--- src/rtl/reg_arb_pkg.sv ---
// Shared types and constants for the two-requester register-bank arbiter.
package reg_arb_pkg;

  typedef enum logic [1:0] {
    StIdle,
    StAccess,
    StResp
  } arb_state_e;

  localparam int unsigned NUM_REQ         = 2;
  localparam int unsigned DEFAULT_TIMEOUT = 15;

endpackage

--- src/rtl/rr_pick2.sv ---
// Two-way round-robin winner selection; i_ptr names the requester preferred on a tie.
module rr_pick2 (
  input  logic i_req0,
  input  logic i_req1,
  input  logic i_ptr,
  output logic o_gnt,
  output logic o_valid
);

  always_comb begin
    o_valid = i_req0 | i_req1;
    if (i_req0 && i_req1) begin
      o_gnt = i_ptr;
    end else begin
      o_gnt = i_req1;
    end
  end

endmodule

--- src/rtl/reg_arbiter.sv ---
// Arbitrates two requesters onto one register bank: IDLE -> ACCESS -> RESP,
// with round-robin fairness and an access timeout that completes with an error.
module reg_arbiter
  import reg_arb_pkg::*;
#(
  parameter int unsigned ADDR_W  = 8,
  parameter int unsigned REG_W   = 8,
  parameter int unsigned TIMEOUT = DEFAULT_TIMEOUT
) (
  input  logic              clk,
  input  logic              rstb,
  input  logic              ena,
  input  logic              req0,
  input  logic              req1,
  input  logic              wr_rdn0,
  input  logic              wr_rdn1,
  input  logic [ADDR_W-1:0] addr0,
  input  logic [ADDR_W-1:0] addr1,
  input  logic [REG_W-1:0]  wdata0,
  input  logic [REG_W-1:0]  wdata1,
  output logic              done0,
  output logic              done1,
  output logic [REG_W-1:0]  rdata0,
  output logic [REG_W-1:0]  rdata1,
  output logic              err0,
  output logic              err1,
  output logic              busy,
  output logic              bank_sel,
  output logic              bank_wr_rdn,
  output logic [ADDR_W-1:0] bank_addr,
  output logic [REG_W-1:0]  bank_wdata,
  output logic              bank_we,
  input  logic [REG_W-1:0]  bank_rdata,
  input  logic              bank_ack,
  input  logic              bank_err
);

  localparam int unsigned IdxW       = $clog2(NUM_REQ);
  localparam logic [7:0]  TimeoutLim = 8'(TIMEOUT);

  arb_state_e        r_state;
  logic [IdxW-1:0]   r_gnt;
  logic              r_prio;
  logic [7:0]        r_cnt;
  logic              r_done0;
  logic              r_done1;
  logic [REG_W-1:0]  r_rdata0;
  logic [REG_W-1:0]  r_rdata1;
  logic              r_err0;
  logic              r_err1;
  logic              r_bank_sel;
  logic              r_bank_wr_rdn;
  logic              r_bank_we;
  logic [ADDR_W-1:0] r_bank_addr;
  logic [REG_W-1:0]  r_bank_wdata;

  logic [IdxW-1:0]   w_gnt;
  logic              w_valid;
  logic              w_wr;
  logic [ADDR_W-1:0] w_addr;
  logic [REG_W-1:0]  w_wdata;
  logic [7:0]        w_cnt_nxt;
  logic              w_fin;
  logic [REG_W-1:0]  w_rdata_cap;
  logic              w_err_cap;

  rr_pick2 u_pick (
    .i_req0  (req0),
    .i_req1  (req1),
    .i_ptr   (r_prio),
    .o_gnt   (w_gnt),
    .o_valid (w_valid)
  );

  assign w_wr      = w_gnt[0] ? wr_rdn1 : wr_rdn0;
  assign w_addr    = w_gnt[0] ? addr1   : addr0;
  assign w_wdata   = w_gnt[0] ? wdata1  : wdata0;
  assign w_cnt_nxt = r_cnt + 8'd1;
  // Either the bank answers or this is the last cycle the timeout allows.
  assign w_fin     = bank_ack | (w_cnt_nxt == TimeoutLim);
  assign w_rdata_cap = (bank_ack && !r_bank_wr_rdn) ? bank_rdata : '0;
  assign w_err_cap   = bank_ack ? bank_err : 1'b1;

  always_ff @(posedge clk or negedge rstb) begin
    if (!rstb) begin
      r_state       <= StIdle;
      r_gnt         <= '0;
      r_prio        <= 1'b0;
      r_cnt         <= '0;
      r_done0       <= 1'b0;
      r_done1       <= 1'b0;
      r_rdata0      <= '0;
      r_rdata1      <= '0;
      r_err0        <= 1'b0;
      r_err1        <= 1'b0;
      r_bank_sel    <= 1'b0;
      r_bank_wr_rdn <= 1'b0;
      r_bank_we     <= 1'b0;
      r_bank_addr   <= '0;
      r_bank_wdata  <= '0;
    end else begin
      unique case (r_state)
        StIdle: begin
          if (ena && w_valid) begin
            r_gnt         <= w_gnt;
            r_cnt         <= '0;
            r_bank_sel    <= 1'b1;
            r_bank_wr_rdn <= w_wr;
            r_bank_we     <= w_wr;
            r_bank_addr   <= w_addr;
            r_bank_wdata  <= w_wdata;
            r_state       <= StAccess;
          end
        end
        StAccess: begin
          if (w_fin) begin
            r_bank_sel    <= 1'b0;
            r_bank_wr_rdn <= 1'b0;
            r_bank_we     <= 1'b0;
            r_bank_addr   <= '0;
            r_bank_wdata  <= '0;
            r_prio        <= ~r_gnt[0];
            if (r_gnt[0]) begin
              r_done1  <= 1'b1;
              r_rdata1 <= w_rdata_cap;
              r_err1   <= w_err_cap;
            end else begin
              r_done0  <= 1'b1;
              r_rdata0 <= w_rdata_cap;
              r_err0   <= w_err_cap;
            end
            r_state <= StResp;
          end else begin
            r_cnt <= w_cnt_nxt;
          end
        end
        StResp: begin
          r_done0 <= 1'b0;
          r_done1 <= 1'b0;
          r_state <= StIdle;
        end
        default: r_state <= StIdle;
      endcase
    end
  end

  assign done0       = r_done0;
  assign done1       = r_done1;
  assign rdata0      = r_rdata0;
  assign rdata1      = r_rdata1;
  assign err0        = r_err0;
  assign err1        = r_err1;
  assign busy        = (r_state != StIdle);
  assign bank_sel    = r_bank_sel;
  assign bank_wr_rdn = r_bank_wr_rdn;
  assign bank_we     = r_bank_we;
  assign bank_addr   = r_bank_addr;
  assign bank_wdata  = r_bank_wdata;

endmodule

--- config.mk ---
export PLATFORM = sky130hd
export DESIGN_NAME = reg_arbiter
export DESIGN_NICKNAME = d
export VERILOG_FILES = /design/src/rtl/reg_arb_pkg.sv /design/src/rtl/rr_pick2.sv /design/src/rtl/reg_arbiter.sv
export SDC_FILE = /design/constraint.sdc
export NUM_CORES = 1
export LEC_CHECK = 0
export BUFFER_PORTS_ARGS = -buffer_cell sky130_fd_sc_hd__buf_2
export CORE_AREA = 2 2 74 76
export DETAILED_ROUTE_END_ITERATION = 8
export DIE_AREA = 0 0 76 78
export PLACE_DENSITY = 0.91
export SLEW_MARGIN = 20
export SYNTH_ARGS = -nofsm -noshare
export SYNTH_HDL_FRONTEND = slang
export SYNTH_SLANG_ARGS = --single-unit
--- constraint.sdc ---
create_clock -name clk -period 2.5 [get_ports clk]
set_input_delay 0.125 -clock clk [delete_from_list [all_inputs] [get_ports clk]]
set_output_delay 0.125 -clock clk [all_outputs]
set_load 0.005 [all_outputs]
==> impl_metrics.yaml <==
route:
  vias: 2237
  drtIter0Drc: 80
  dr.pass1.iters: 4
  wl_um: 5846
  drc: 0
  wl_per_cell_um: 14.22
  viasPerCell: 5.443
  ant_nets: 0
global_routing:
  grt_first_pass_wirelength_um: 9798
  first_global_vias: 2199
  gr-total-overflow: 0
  grt_max_degree: 28
  antenna_found_initial: 0
  grt_usage_pct: 20.31
synth:
  yosys-top-cells-count: "dfrtp_1 (50), nor2_1 (41), nand2_1 (24)"
  synth_seq_cells: 50
  netlist-cell-type-count: 42
  synth_top_area_cell: "dfrtp_1"
  synthesis.area_sq_um: 2501
  yosys_warnings: 0
  yosysMostFrequentCell: "dfrtp_1"
  synth.top_cell.area_share_pct: 50.03
  postSynth.asyncResetShare_pct: 100.0
  synth_cells: 255
  ys.flop_type: "dfrtp_1"
  synth.area.top_cells: "dfrtp_1 (50%), mux2_2 (7.7%), nor2_1 (6.2%), nor4_1 (4.5%), o22ai_1 (4.0%)"
  synth-edff-count: 0
  synth-seq-area-share_pct: 50.03
  avgSynthCellArea_sq_um: 9.808
  synth_nets: 306
place:
  port_buffers: 88
  gp_congestion: 0.8771
  dpl_worst_slack_ns: 0.3160
  hpwlAfterDp_um: 4215
floorplan:
  dieArea_sq_um: 5928
  start_util_pct: 49.60
  coreArea_sq_um: 5042
  die_w_um: 76
  dieHeight_um: 78
  rows: 26
  io_pins: 89
worst_setup_path:
  path_delay_family: "simple AND/OR/NAND/NOR gates"
  crit_chain: "ha_1, xor2_1, nand3b_1, or4_4, nor4_4, buf_4, o22ai_1"
  start_kind: "flop"
  cp_max_fo: 7
  cp_num_buf_inv: 1
  critPathArrivalTime_ns: 2.39
  endpoint_kind: "flop"
  path_class: "flop to flop"
  max_stage_delay_ns: 0.55
  crit_slowest_cell: "or4_4"
  worstPathRequired_ns: 2.68
clock_tree:
  cts_root_buffer: "clkbuf_8"
  cts_sinks: 50
  numCtsBuffers: 5
  cts_resized: 0
  cts_max_path_buffers: 2
  cts_setup_buffers: 0
  clkSlewWorstSetupHoldPaths_ns: 0.10
  cts_max_level: 2
  hold_buffers: 1
  cts_tree: "yes"
  clk-insertion-delay-late_ns: 0.31
sta:
  slew_headroom_pct: 55.47
  fin_skew_ns: 0.01308
  finalMaxSlewViolations: 0
  fmax_ghz: 0.4518
  max_slew.worst_pin.slew_ns: 0.6619
  fin_ws_ns: 0.2865
  fin_crit_sh_pct: 88.54
  setup_viol: 0
  worst_hold_slack_ns: 0.07196
  rsz0062_at_grt: "false"
  hold_violations: 0
  min_period_ns: 2.213
  fin_setup_tns_ns: 0
layout:
  finish.utilization_pct: 61.84
  final_nets: 391
  layout-area-overhead-vs-synth_pct: 24.66
  drive_gt1_share_pct: 36.66
  antennaDiodeCount: 0
status:
  status: "finished clean"
power_and_ir_drop:
  peakVddDrop_v: 0.0005098
  p_per_area_nw_per_um2: 945.3
  p_leak_nw: 1.525
  finalPower_mw: 2.947
worst_hold_path:
  hold_class: "input port to flop"
flow_run:
  maxCapViolations: 0
worst reg2reg max path, stage by stage, from the launching register on:
cell,delay [ns]
dfrtp_1,0.44
ha_1,0.27
xor2_1,0.16
nand3b_1,0.11
or4_4,0.55
nor4_4,0.25
buf_4,0.22
o22ai_1,0.08
worst paths after layout:
path                                  to  slack [ns]     start  depth (start not counted)
min in group asynchronous  bank_wdata[1]        0.36      rstb                          2
hold / removal                      err1        0.07  bank_err                          2
setup reg to reg               rdata0[1]        0.29  r_cnt[0]                          7
hold reg to reg                    done0        0.49     done0                          1
max in group asynchronous           err1        1.38      rstb                          3
setup / recovery               rdata0[1]        0.29  r_cnt[0]                          7
kinds of logic after synthesis:
family          after synthesis  synth area share, %
compound gates               37                9.955
simple gates                121                25.06
flops                        50                50.03
xor+xnor                      4                1.401
buf+inv                      22                4.102
fa+ha+maj                     2                1.000
mux                          19                8.454
cell usage in the layout, fill, tap and decap left out, types with 5 or more instances in the layout:
master,n
inv_1,5
nor4_1,18
clkbuf_8,5
mux2_2,17
o21ai_0,5
dfrtp_1,50
nand2b_1,15
nand2_1,24
o22ai_1,16
buf_2,88
nand3_1,5
nor2_1,41
buf_4,6
cell type report:
type / instances / area [sq um]
Fill cell: 397 / 1924
Sequential cell: 50 / 1251
Multi-Input combinational cell: 183 / 1147
Timing Repair Buffer: 95 / 495.5
Tap cell: 70 / 87.58
Clock buffer: 5 / 68.82
Clock inverter: 3 / 48.80
Inverter: 5 / 18.77
report_power, final:
part,switching [mW],internal [mW]
Combinational,0.495,0.510
Clock,0.288,0.305
Sequential,0.227,1.12
sequential cells by signal, summed over array words and instances (netlist names), 2 cells and up:
name        count
rdata1          8
r_state         2
bank_addr       8
bank_wdata      8
rdata0          8
r_cnt           8
layer usage:
| layer | share of wire, % | track usage (%) |
|---|---|---|
| met5 | 0 | 0 |
| met4 | 2.0 | 9.818 |
| met3 | 5.1 | 3.023 |
| met2 | 51 | 37.95 |
| met1 | 42 | 22.69 |
through the flow:
step	cells	area, sq um
after CTS	411	3118
after floorplan	255	2501
after global routing	411	3118
after detailed placement	402	2990
after global placement	402	2990
final	411	3118
Note: power is estimated with default switching activity, not from simulation.
